File: src/rtl/mem_wb_stage_if.sv
// Data-memory request/acknowledge bus between the MEM stage and data memory.
// The pipeline side uses the master modport, the memory model the slave one.
interface mem_wb_stage_if;
  logic        mem_req;
  logic        mem_we;
  logic [31:0] mem_addr;
  logic [31:0] mem_wdata;
  logic [3:0]  mem_wstrb;
  logic        mem_ack;
  logic [31:0] mem_rdata;

  modport master (
    output mem_req, mem_we, mem_addr, mem_wdata, mem_wstrb,
    input  mem_ack, mem_rdata
  );

  modport slave (
    input  mem_req, mem_we, mem_addr, mem_wdata, mem_wstrb,
    output mem_ack, mem_rdata
  );
endinterface

File: src/rtl/mem_wb_stage.sv
// RV32 memory-access and write-back stage.
// Issues loads/stores on a req/ack bus, aligns store lanes and load data,
// stalls upstream while an access is outstanding, aborts on timeout, and
// registers the MEM/WB boundary feeding the register file.
module mem_wb_stage #(
  parameter int unsigned TIMEOUT_CYCLES = 255
) (
  input  logic                  CLK,
  input  logic                  rst,
  input  logic                  RegWriteM,
  input  logic                  MemReadM,
  input  logic                  MemWriteM,
  input  logic [1:0]            ResultSrcM,
  input  logic [2:0]            Funct3M,
  input  logic [4:0]            RD_M,
  input  logic [31:0]           ALU_ResultM,
  input  logic [31:0]           WriteDataM,
  input  logic [31:0]           PCPlus4M,
  mem_wb_stage_if.master        bus,
  output logic                  StallM,
  output logic                  RegWriteW,
  output logic [4:0]            RDW,
  output logic [31:0]           ResultW,
  output logic                  MisalignErr,
  output logic                  BusErr
);

  localparam logic [7:0] TIMEOUT_W = 8'(TIMEOUT_CYCLES);

  typedef enum logic [0:0] {
    ST_IDLE = 1'b0,
    ST_BUSY = 1'b1
  } state_e;

  // Replicate store data across byte lanes according to access size.
  function automatic logic [31:0] store_data(input logic [1:0] size, input logic [31:0] d);
    logic [31:0] r;
    case (size)
      2'b00:   r = {4{d[7:0]}};
      2'b01:   r = {2{d[15:0]}};
      default: r = d;
    endcase
    return r;
  endfunction

  // Byte enables for a store of the given size at the given byte offset.
  function automatic logic [3:0] store_strb(input logic [1:0] size, input logic [1:0] off);
    logic [3:0] r;
    case (size)
      2'b00:   r = 4'b0001 << off;
      2'b01:   r = 4'b0011 << off;
      2'b10:   r = 4'b1111;
      default: r = 4'b0000;
    endcase
    return r;
  endfunction

  // Select and extend the addressed byte/half of a read word.
  function automatic logic [31:0] load_extract(input logic [2:0] f3, input logic [1:0] off,
                                               input logic [31:0] w);
    logic [7:0]  b;
    logic [15:0] h;
    logic [31:0] r;
    case (off)
      2'd0:    b = w[7:0];
      2'd1:    b = w[15:8];
      2'd2:    b = w[23:16];
      default: b = w[31:24];
    endcase
    h = off[1] ? w[31:16] : w[15:0];
    case (f3)
      3'b000:  r = {{24{b[7]}}, b};
      3'b001:  r = {{16{h[15]}}, h};
      3'b010:  r = w;
      3'b100:  r = {24'h000000, b};
      3'b101:  r = {16'h0000, h};
      default: r = 32'h0000_0000;
    endcase
    return r;
  endfunction

  state_e      state_q, state_d;
  logic [7:0]  cnt_q, cnt_d;
  logic [31:0] req_addr_q, req_addr_d;
  logic [1:0]  req_off_q, req_off_d;
  logic        req_we_q, req_we_d;
  logic [31:0] req_wdata_q, req_wdata_d;
  logic [3:0]  req_wstrb_q, req_wstrb_d;
  logic [2:0]  req_f3_q, req_f3_d;
  logic [4:0]  req_rd_q, req_rd_d;
  logic        req_rw_q, req_rw_d;

  logic        regwrite_w_q;
  logic [4:0]  rd_w_q;
  logic [31:0] result_w_q;
  logic        misalign_q;
  logic        buserr_q;

  logic        access_s, f3_ok_s, align_ok_s, fault_s, issue_s;
  logic [1:0]  off_s;
  logic        stall_s, misalign_s, timeout_s;
  logic        wb_rw_s, wb_fault_s;
  logic [4:0]  wb_rd_s;
  logic [2:0]  wb_f3_s;
  logic [1:0]  wb_off_s;
  logic [31:0] result_s;

  // Decode the incoming access and classify it as valid or faulting.
  always_comb begin
    access_s = MemReadM | MemWriteM;
    off_s    = ALU_ResultM[1:0];
    if (MemWriteM) begin
      f3_ok_s = (Funct3M == 3'b000) || (Funct3M == 3'b001) || (Funct3M == 3'b010);
    end else begin
      f3_ok_s = (Funct3M == 3'b000) || (Funct3M == 3'b001) || (Funct3M == 3'b010) ||
                (Funct3M == 3'b100) || (Funct3M == 3'b101);
    end
    case (Funct3M[1:0])
      2'b01:   align_ok_s = (off_s[0] == 1'b0);
      2'b10:   align_ok_s = (off_s == 2'b00);
      default: align_ok_s = 1'b1;
    endcase
    fault_s = access_s & ~(f3_ok_s & align_ok_s);
    issue_s = access_s & ~fault_s;
  end

  // Bus FSM next state, bus drive, stall and selection of the write-back source.
  always_comb begin
    state_d       = state_q;
    cnt_d         = cnt_q;
    req_addr_d    = req_addr_q;
    req_off_d     = req_off_q;
    req_we_d      = req_we_q;
    req_wdata_d   = req_wdata_q;
    req_wstrb_d   = req_wstrb_q;
    req_f3_d      = req_f3_q;
    req_rd_d      = req_rd_q;
    req_rw_d      = req_rw_q;
    bus.mem_req   = 1'b0;
    bus.mem_we    = 1'b0;
    bus.mem_addr  = 32'h0000_0000;
    bus.mem_wdata = 32'h0000_0000;
    bus.mem_wstrb = 4'b0000;
    stall_s       = 1'b0;
    misalign_s    = 1'b0;
    timeout_s     = 1'b0;
    wb_rw_s       = RegWriteM;
    wb_rd_s       = RD_M;
    wb_f3_s       = Funct3M;
    wb_off_s      = off_s;
    wb_fault_s    = fault_s;
    if (rst) begin
      state_d = ST_IDLE;
    end else begin
      case (state_q)
        ST_IDLE: begin
          misalign_s = fault_s;
          if (issue_s) begin
            bus.mem_req   = 1'b1;
            bus.mem_we    = MemWriteM;
            bus.mem_addr  = {ALU_ResultM[31:2], 2'b00};
            bus.mem_wdata = store_data(Funct3M[1:0], WriteDataM);
            bus.mem_wstrb = MemWriteM ? store_strb(Funct3M[1:0], off_s) : 4'b0000;
            if (!bus.mem_ack) begin
              // No zero-wait completion: capture the request and wait in BUSY.
              stall_s     = 1'b1;
              state_d     = ST_BUSY;
              cnt_d       = 8'd1;
              req_addr_d  = {ALU_ResultM[31:2], 2'b00};
              req_off_d   = off_s;
              req_we_d    = MemWriteM;
              req_wdata_d = store_data(Funct3M[1:0], WriteDataM);
              req_wstrb_d = MemWriteM ? store_strb(Funct3M[1:0], off_s) : 4'b0000;
              req_f3_d    = Funct3M;
              req_rd_d    = RD_M;
              req_rw_d    = RegWriteM;
            end else begin
              state_d = ST_IDLE;
            end
          end else begin
            state_d = ST_IDLE;
          end
        end
        ST_BUSY: begin
          bus.mem_req   = 1'b1;
          bus.mem_we    = req_we_q;
          bus.mem_addr  = req_addr_q;
          bus.mem_wdata = req_wdata_q;
          bus.mem_wstrb = req_wstrb_q;
          wb_rw_s       = req_rw_q;
          wb_rd_s       = req_rd_q;
          wb_f3_s       = req_f3_q;
          wb_off_s      = req_off_q;
          wb_fault_s    = 1'b0;
          if (bus.mem_ack) begin
            state_d = ST_IDLE;
            cnt_d   = 8'd0;
          end else if (cnt_q == TIMEOUT_W) begin
            // Abort: release upstream now, suppress write-back, flag BusErr.
            state_d    = ST_IDLE;
            cnt_d      = 8'd0;
            timeout_s  = 1'b1;
            wb_fault_s = 1'b1;
          end else begin
            stall_s = 1'b1;
            cnt_d   = cnt_q + 8'd1;
          end
        end
        default: begin
          state_d = ST_IDLE;
          cnt_d   = 8'd0;
        end
      endcase
    end
  end

  // Write-back data mux: load data, link value, or ALU result.
  always_comb begin
    case (ResultSrcM)
      2'b01:   result_s = load_extract(wb_f3_s, wb_off_s, bus.mem_rdata);
      2'b10:   result_s = PCPlus4M;
      default: result_s = ALU_ResultM;
    endcase
  end

  // FSM state, timeout counter and latched request copy.
  always_ff @(posedge CLK) begin
    if (rst) begin
      state_q     <= ST_IDLE;
      cnt_q       <= 8'd0;
      req_addr_q  <= 32'h0000_0000;
      req_off_q   <= 2'b00;
      req_we_q    <= 1'b0;
      req_wdata_q <= 32'h0000_0000;
      req_wstrb_q <= 4'b0000;
      req_f3_q    <= 3'b000;
      req_rd_q    <= 5'd0;
      req_rw_q    <= 1'b0;
    end else begin
      state_q     <= state_d;
      cnt_q       <= cnt_d;
      req_addr_q  <= req_addr_d;
      req_off_q   <= req_off_d;
      req_we_q    <= req_we_d;
      req_wdata_q <= req_wdata_d;
      req_wstrb_q <= req_wstrb_d;
      req_f3_q    <= req_f3_d;
      req_rd_q    <= req_rd_d;
      req_rw_q    <= req_rw_d;
    end
  end

  // MEM/WB boundary: bubble on stall, otherwise capture the completed instruction.
  always_ff @(posedge CLK) begin
    if (rst) begin
      regwrite_w_q <= 1'b0;
      rd_w_q       <= 5'd0;
      result_w_q   <= 32'h0000_0000;
      misalign_q   <= 1'b0;
      buserr_q     <= 1'b0;
    end else begin
      misalign_q <= misalign_s;
      buserr_q   <= timeout_s;
      if (stall_s) begin
        regwrite_w_q <= 1'b0;
      end else begin
        regwrite_w_q <= wb_rw_s & (wb_rd_s != 5'd0) & ~wb_fault_s;
        rd_w_q       <= wb_rd_s;
        result_w_q   <= result_s;
      end
    end
  end

  assign StallM      = stall_s;
  assign RegWriteW   = regwrite_w_q;
  assign RDW         = rd_w_q;
  assign ResultW     = result_w_q;
  assign MisalignErr = misalign_q;
  assign BusErr      = buserr_q;

endmodule

File: src/flat_wrapper.sv
// flat-port wrapper written by rule: the top's interface ports become plain ports
module mem_wb_stage_flat 
#(
  parameter int unsigned TIMEOUT_CYCLES = 255
)
  (CLK, rst, RegWriteM, MemReadM, MemWriteM, ResultSrcM, Funct3M, RD_M, ALU_ResultM, WriteDataM, PCPlus4M, StallM, RegWriteW, RDW, ResultW, MisalignErr, BusErr, bus_mem_req, bus_mem_we, bus_mem_addr, bus_mem_wdata, bus_mem_wstrb, bus_mem_ack, bus_mem_rdata);
  mem_wb_stage_if bus_i ();
  input  logic CLK;
  input  logic rst;
  input  logic RegWriteM;
  input  logic MemReadM;
  input  logic MemWriteM;
  input  logic [1:0] ResultSrcM;
  input  logic [2:0] Funct3M;
  input  logic [4:0] RD_M;
  input  logic [31:0] ALU_ResultM;
  input  logic [31:0] WriteDataM;
  input  logic [31:0] PCPlus4M;
  output logic StallM;
  output logic RegWriteW;
  output logic [4:0] RDW;
  output logic [31:0] ResultW;
  output logic MisalignErr;
  output logic BusErr;
  output wire logic [$bits(bus_i.mem_req)-1:0] bus_mem_req;
  output wire logic [$bits(bus_i.mem_we)-1:0] bus_mem_we;
  output wire logic [$bits(bus_i.mem_addr)-1:0] bus_mem_addr;
  output wire logic [$bits(bus_i.mem_wdata)-1:0] bus_mem_wdata;
  output wire logic [$bits(bus_i.mem_wstrb)-1:0] bus_mem_wstrb;
  input wire logic [$bits(bus_i.mem_ack)-1:0] bus_mem_ack;
  input wire logic [$bits(bus_i.mem_rdata)-1:0] bus_mem_rdata;
  assign bus_mem_req = bus_i.mem_req;
  assign bus_mem_we = bus_i.mem_we;
  assign bus_mem_addr = bus_i.mem_addr;
  assign bus_mem_wdata = bus_i.mem_wdata;
  assign bus_mem_wstrb = bus_i.mem_wstrb;
  assign bus_i.mem_ack = bus_mem_ack;
  assign bus_i.mem_rdata = bus_mem_rdata;
  mem_wb_stage #(.TIMEOUT_CYCLES(TIMEOUT_CYCLES)) u_core (.CLK(CLK), .rst(rst), .RegWriteM(RegWriteM), .MemReadM(MemReadM), .MemWriteM(MemWriteM), .ResultSrcM(ResultSrcM), .Funct3M(Funct3M), .RD_M(RD_M), .ALU_ResultM(ALU_ResultM), .WriteDataM(WriteDataM), .PCPlus4M(PCPlus4M), .bus(bus_i), .StallM(StallM), .RegWriteW(RegWriteW), .RDW(RDW), .ResultW(ResultW), .MisalignErr(MisalignErr), .BusErr(BusErr));
endmodule
File: config.mk
export PLATFORM = sky130hd
export DESIGN_NAME = mem_wb_stage_flat
export DESIGN_NICKNAME = d
export VERILOG_FILES = /design/src/rtl/mem_wb_stage_if.sv /design/src/rtl/mem_wb_stage.sv /design/src/flat_wrapper.sv
export SDC_FILE = /design/constraint.sdc
export NUM_CORES = 1
export LEC_CHECK = 0
export CAP_MARGIN = 20
export CELL_PAD_IN_SITES_DETAIL_PLACEMENT = 1
export CELL_PAD_IN_SITES_GLOBAL_PLACEMENT = 2
export CORE_MARGIN = 2
export CORE_UTILIZATION = 22
export CTS_CLUSTER_SIZE = 14
export DETAILED_ROUTE_END_ITERATION = 10
export PLACE_DENSITY_LB_ADDON = 0.1
export SLEW_MARGIN = 10
export SYNTH_ARGS = -nofsm -noshare
export SYNTH_HDL_FRONTEND = slang
export SYNTH_SLANG_ARGS = --single-unit
File: constraint.sdc
create_clock -name CLK -period 4.1 [get_ports CLK]
set_input_delay 1.23 -clock CLK [delete_from_list [all_inputs] [get_ports CLK]]
set_output_delay 1.23 -clock CLK [all_outputs]
set_load 0.02 [all_outputs]
# Word level (Yosys, flattened, before mapping)
# Index checks and enable logic that the tools add are counted.
[word_totals]
wordCells = 109
out_inout_bits = 111
regBits = 127
[classes]
shifts = 2
mux = 47
bitwise_logic = 12
reduce_logical = 15
eq_ne = 17
add_sub_neg = 1
[ops]
columns = ["op", "n"]
rows = [
  ["$pmux W32 S2", 4],
  ["$pmux W32 S5", 1],
  ["$mux W32", 4],
  ["$mux W8", 4],
  ["$pmux W8 S3", 1],
  ["$mux W1", 16],
  ["$mux W16", 1],
  ["$pmux W8 S2", 1],
  ["$eq A3 B3 Y1 const B", 4],
  ["$mux W4", 3],
  ["$pmux W4 S3", 1],
  ["$mux W5", 2],
  ["$add A8 B1 Y8 const B", 1],
  ["$eq A8 B8 Y1 const B", 1],
  ["$pmux W1 S2", 4],
  ["$pmux W4 S2", 1],
  ["$eq A2 B1 Y1 const B", 3],
  ["$eq A2 B2 Y1 const B", 3],
  ["$eq A3 B1 Y1 const B", 2],
  ["$eq A3 B2 Y1 const B", 2],
  ["$logic_not A2 Y1", 3],
  ["$logic_not A3 Y1", 2],
  ["$mux W3", 2],
  ["$not A1 Y1", 6],
  ["other kinds (12)", 22],
]

# Depth between registers and ports, before layout
[depth]
depth_word = 15
ltp_mapped = 11
ltp_nobuf = 8

# Worst setup path after synthesis
# No wires, ideal clock.
[synth_path]
kind = "input -> output"
from = "input Funct3M[1]"
to = "output bus_mem_wdata[22]"
arrival_ns = 3.261
required_ns = 2.870
n_path_buf = 3
path_stages = 8
slack_ns = -0.391
cell_sequence = "buf_2 inv_1 ha_1 buf_2 nor2_1 clkbuf_1 mux2i_1 o21ai_0"
[synth_via]
elab_chain_len = 14
[synth_lines]
columns = ["item", "line_no", "text"]
rows = [
  ["start, declared", "flat_wrapper.sv:14", "input logic [2:0] Funct3M;"],
  ["$eq A3 B1 Y1 or $logic_not A3 Y1 (tied branches)", "mem_wb_stage.sv:113, mem_wb_stage.sv:115", ""],
  ["$logic_or A1 B1 Y1 (2 in a row)", "mem_wb_stage.sv:113, mem_wb_stage.sv:115", ""],
  ["$logic_or A1 B1 Y1", "mem_wb_stage.sv:115", "f3_ok_s = (Funct3M == 3'b000) || (Funct3M == 3'b001) || (Funct3M == 3'b010) ||"],
  ["$logic_or A1 B1 Y1", "mem_wb_stage.sv:116", "(Funct3M == 3'b100) || (Funct3M == 3'b101);"],
  ["$mux W1", "mem_wb_stage.sv:112", "if (MemWriteM) begin"],
  ["$and A1 B1 Y1", "mem_wb_stage.sv:123", "fault_s = access_s & ~(f3_ok_s & align_ok_s);"],
  ["$not A1 Y1", "mem_wb_stage.sv:123", ""],
  ["$and A1 B1 Y1", "mem_wb_stage.sv:123", ""],
  ["$not A1 Y1", "mem_wb_stage.sv:124", "issue_s = access_s & ~fault_s;"],
  ["$and A1 B1 Y1", "mem_wb_stage.sv:124", ""],
  ["$mux W32 *", "mem_wb_stage.sv:158", "if (issue_s) begin"],
  ["$pmux W32 S2 *", "mem_wb_stage.sv:155", "case (state_q)"],
  ["$mux W32 *", "mem_wb_stage.sv:152", "if (rst) begin"],
  ["end, declared", "flat_wrapper.sv:28", "output wire logic [$bits(bus_i.mem_wdata)-1:0] bus_mem_wdata;"],
]
# Mark *: on every way between the ends. The rest lies on a longest branch, timed or not.

# Worst setup path in the final report
[layout_path]
from = "input Funct3M[0]"
to = "output bus_mem_addr[18]"
[layout_via]
elab_chain_len = 14
[layout_lines]
columns = ["item", "line_no", "text"]
rows = [
  ["$eq A3 B1 Y1 or $logic_not A3 Y1 (tied branches)", "mem_wb_stage.sv:113, mem_wb_stage.sv:115", ""],
  ["$logic_or A1 B1 Y1 (2 in a row)", "mem_wb_stage.sv:113, mem_wb_stage.sv:115", ""],
  ["$logic_or A1 B1 Y1", "mem_wb_stage.sv:115", ""],
  ["$logic_or A1 B1 Y1", "mem_wb_stage.sv:116", ""],
  ["$mux W1", "mem_wb_stage.sv:112", ""],
  ["$and A1 B1 Y1 *", "mem_wb_stage.sv:123", ""],
  ["$not A1 Y1 *", "mem_wb_stage.sv:123", ""],
  ["$and A1 B1 Y1 *", "mem_wb_stage.sv:123", ""],
  ["$not A1 Y1 *", "mem_wb_stage.sv:124", ""],
  ["$and A1 B1 Y1 *", "mem_wb_stage.sv:124", ""],
  ["$mux W32 *", "mem_wb_stage.sv:158", ""],
  ["$pmux W32 S2 *", "mem_wb_stage.sv:155", ""],
  ["$mux W32 *", "mem_wb_stage.sv:152", ""],
  ["end, declared", "flat_wrapper.sv:27", "output wire logic [$bits(bus_i.mem_addr)-1:0] bus_mem_addr;"],
]
# Marked as above.

==> metrics <==
# nets final=1,388; Warnings, synthesis=0; DP HPWL=24,800 um; CP endpoint=bus_mem_addr[18]; Die X=184.6 um; Yosys reg bits=127; I/O pin count=255; drt drc=0; crit-path cells=buf_12, clkinv_8, ha_4, inv_4, nor3_4, nor3_4, and2_4, buf_12, buf_12, buf_16, a22o_4, buf_6; first-pass GRT wire length=53,460 um; Finished Layout Cells=1,694; Synth Area per Inst=7.713 um2; Worst R2R Setup Slack=1.07 ns; CTS buffer count=17; Tcrit/Tclk final=1.010; Synth async-reset ratio=0; Setup violations, final=10; die extent in y=184.6 um; Critical Path Fanout Max=5; max incr delay on CP=0.27 ns; r2r endpoint=u_core.ResultW[6]; Critical-path top delay cell=ha_4; GRT Util Overall=0.2083; core area=32,290 um2; Overflow after GRT=0; routed vias/inst=4.966; CP most frequent cell=buf_12; RR Startpoint=u_core.state_q; Clock Skews=0.01178 ns; Root Buffer=clkbuf_16; Initial Utilization=0.2222; antenna viol nets, final=0; critical path arrival=2.91 ns; Netlist Area Pre-Place=7173 um2; ys flop type=dfxtp_1; failing checks=negative setup slack; RD Place Congestion=0.7645; vias=8,413; initial antenna violation count=3; CP Launch Point=Funct3M[0]; final hold vios=0; worst skew pair latency=0.43 ns; CTS tree=built; die area=34,070 um2; Peak supply drop=0.2748 mV; Synth cell types=69; Cell Area, Placed=11,270 um2; PwrDens=336.9 nW/um2; final worst setup slack=-0.04019 ns; CP Launch Type=primary input; CTS clock-pin slew for the worst setup and hold paths=0.06 ns; vias in the first global route=8,621; share of layout cells above drive strength 1=0.2534; outcome=finished with violations; RSZ-0062 raised after global routing=yes; Worst setup EP type=output port; H-tree levels=4; kind of critical path=in2out; Critical Path RT=2.87 ns; largest net degree at the start of global routing=77; worst slew pin tran=0.9597 ns; clk sinks=127; Slew HR=0.3602; R2R cell count=8; post-route design area=12,190 um2; Layout area overhead=70.00%; hold crit path type=reg2reg; Leak=4.631 nW; Clock Tree Buf Depth=2; iteration count of the initial detailed-routing pass=5; initial DRC count=519; Post-Syn Instances=930; sequential area share after synthesis=0.3544; dpl ws=-1.086 ns; Post-synth EDFFs=0; Slew Limit Fails=0; Placed Cells=1,647; routed len/inst=20.88 um; Max-Cap Viols=0; Max Clock Freq=0.2415 GHz; # rows=66; WL final=35,370 um; Buffers on Ports=252; fin crit period=4.140 ns
## worst max-delay path, delay by kind of cell
family | cells | cell delay [ns]
adder cells (fa/ha/maj) | 1 | 0.27
buffers and inverters | 7 | 0.72
AO/OA/AOI/OAI | 1 | 0.22
AND/OR/NAND/NOR | 3 | 0.46
## synth_stat cells (2+ instances only)
| cell | n | share of area |
|---|---|---|
| nor2b_1 | 7 | 0.0061 |
| a222oi_1 | 7 | 0.0098 |
| or4_1 | 2 | 0.0021 |
| nand2_1 | 170 | 0.089 |
| o31a_1 | 3 | 0.0037 |
| buf_4 | 4 | 0.0042 |
| a221oi_1 | 7 | 0.0085 |
| nor3_1 | 4 | 0.0028 |
| nand2b_1 | 6 | 0.0052 |
| and2_1 | 2 | 0.0017 |
| nor2_1 | 89 | 0.047 |
| ha_1 | 6 | 0.010 |
| a22o_1 | 63 | 0.077 |
| buf_2 | 13 | 0.0091 |
| o21a_1 | 2 | 0.0021 |
| a211oi_1 | 40 | 0.042 |
| nor4_1 | 2 | 0.0017 |
| a21oi_1 | 108 | 0.075 |
| o31ai_1 | 2 | 0.0021 |
| a221o_1 | 14 | 0.020 |
| o211ai_2 | 2 | 0.0035 |
| o21bai_1 | 3 | 0.0031 |
| o211ai_1 | 2 | 0.0021 |
| buf_1 | 2 | 0.0010 |
| o32ai_1 | 8 | 0.0098 |
| a22oi_1 | 10 | 0.010 |
| inv_1 | 8 | 0.0042 |
| or4b_1 | 2 | 0.0028 |
| clkbuf_1 | 65 | 0.034 |
| buf_6 | 3 | 0.0047 |
| nor4bb_1 | 2 | 0.0028 |
| a31oi_1 | 2 | 0.0017 |
| o22ai_1 | 14 | 0.012 |
| mux2i_1 | 11 | 0.015 |
| dfxtp_1 | 127 | 0.35 |
| nand3_1 | 3 | 0.0021 |
| a311oi_1 | 5 | 0.0061 |
| o41ai_1 | 2 | 0.0024 |
| and3b_1 | 2 | 0.0024 |
| or3_1 | 5 | 0.0044 |
| o32ai_2 | 6 | 0.014 |
| o21ai_0 | 55 | 0.038 |
| nand3b_1 | 4 | 0.0042 |
| o21ai_1 | 11 | 0.0077 |
## routing by layer
layer  global-route usage  wire (um)  vias to the layer above  part of all wire
li1                     -          -                     4053                 -
met2               0.3377      16390                      244              0.46
met4              0.05120        517                        4             0.015
met5                    0         25                        -           0.00071
met1               0.2745      16300                     4082              0.46
met3              0.05453       2141                       30             0.061
## timing repair
action                     4_1_cts  5_1_grt
setup endpoints to repair       69       54
cloned                           6        0
pin swaps                       13        9
setup buffers                    9        1
hold buffers                     0        0
hold endpoints to repair         0        0
gates resized for setup        372       32
## worst min path at each step
stage	start	to	slack [ns]	cells after the start
5_1_grt	u_core.req_wdata_q[4]	u_core.req_wdata_q[4]	0.47	2
4_1_cts	u_core.ResultW[16]	u_core.ResultW[16]	0.45	2
3_5_place_dp	u_core.req_wstrb_q[2]	u_core.req_wstrb_q[2]	0.45	2
6_report	u_core.ResultW[28]	u_core.ResultW[28]	0.45	2
3_3_place_gp	u_core.req_wstrb_q[2]	u_core.req_wstrb_q[2]	0.44	2
2_1_floorplan	u_core.req_wstrb_q[0]	u_core.req_wstrb_q[0]	0.43	2
## power by group
| part | total (mW) | internal (mW) | leakage (nW) | switching [mW] |
|---|---|---|---|---|
| registers | 1.35 | 1.30 | 1.04 | 0.0437 |
| logic | 1.08 | 0.511 | 3.29 | 0.565 |
| clock network | 1.68 | 1.05 | 0.302 | 0.633 |
## flip-flops by register name, indices dropped and copies added, names as in the netlist
| register | count |
|---|---|
| u_core.req_off_q | 2 |
| u_core.req_we_q | 1 |
| u_core.MisalignErr | 1 |
| u_core.state_q | 1 |
| u_core.req_rw_q | 1 |
| u_core.req_rd_q | 5 |
| u_core.req_wdata_q | 32 |
| u_core.ResultW | 32 |
| u_core.BusErr | 1 |
| u_core.RDW | 5 |
| u_core.req_wstrb_q | 4 |
| u_core.req_addr_q | 30 |
| u_core.RegWriteW | 1 |
| u_core.cnt_q | 8 |
| u_core.req_f3_q | 3 |
## kinds of logic (layout without fill, tap and decap cells)
group                    after synthesis  after routing  share of synthesized area
AO/OA/AOI/OAI                        377            377                     0.3712
XOR/XNOR                               2              2                   0.002442
flip-flops                           127            127                     0.3544
other                                  1              3                  0.0005228
multiplexers                          14             14                    0.02041
AND/OR/NAND/NOR                      307            307                     0.1828
buffers and inverters                 96            416                    0.05773
adder cells (fa/ha/maj)                6              6                    0.01047
## cell usage in the layout, fill, tap and decap left out, types with 6 or more instances in the layout
master,instances
buf_12,17
buf_6,28
mux2i_1,11
a22oi_1,10
a21oi_1,108
a222oi_1,7
o21ai_4,22
o32ai_1,8
a221o_1,14
a22o_1,43
o21ai_0,27
nor2_1,82
buf_4,114
a221oi_1,7
buf_2,27
dfxtp_1,127
a211oi_1,40
a22o_4,20
clkbuf_16,17
clkdlybuf4s50_1,175
nand2_1,168
o32ai_2,6
o22ai_1,14
nand2b_1,6
o21ai_1,14
## final cells by class
cell class                      count  area [um2]
Antenna cell                        1       2.502
Fill cell                        3759       20090
Inverter                            9       53.80
Clock inverter                     13       186.4
Multi-Input combinational cell    708        4808
Sequential cell                   127        2542
Timing Repair Buffer              375        3595
Tap cell                          442       553.0
Clock buffer                       19       452.9
## stage by stage
stage | TNS, ns | util | hold slack [ns] | power, mW
global route | -0.7419 | 0.3776 | 0.4730 | 4.306
global placement | -78.47 | 0.3486 | 0.4426 | 2.399
finish | -0.1518 | 0.3777 | 0.4539 | 4.109
detailed placement | -82.39 | 0.3490 | 0.4453 | 2.403
CTS | -0.7086 | 0.3795 | 0.4542 | 4.154
floorplan | 0 | - | 0.4321 | 1.862
No activity file was read; power rests on OpenSTA's default activity.
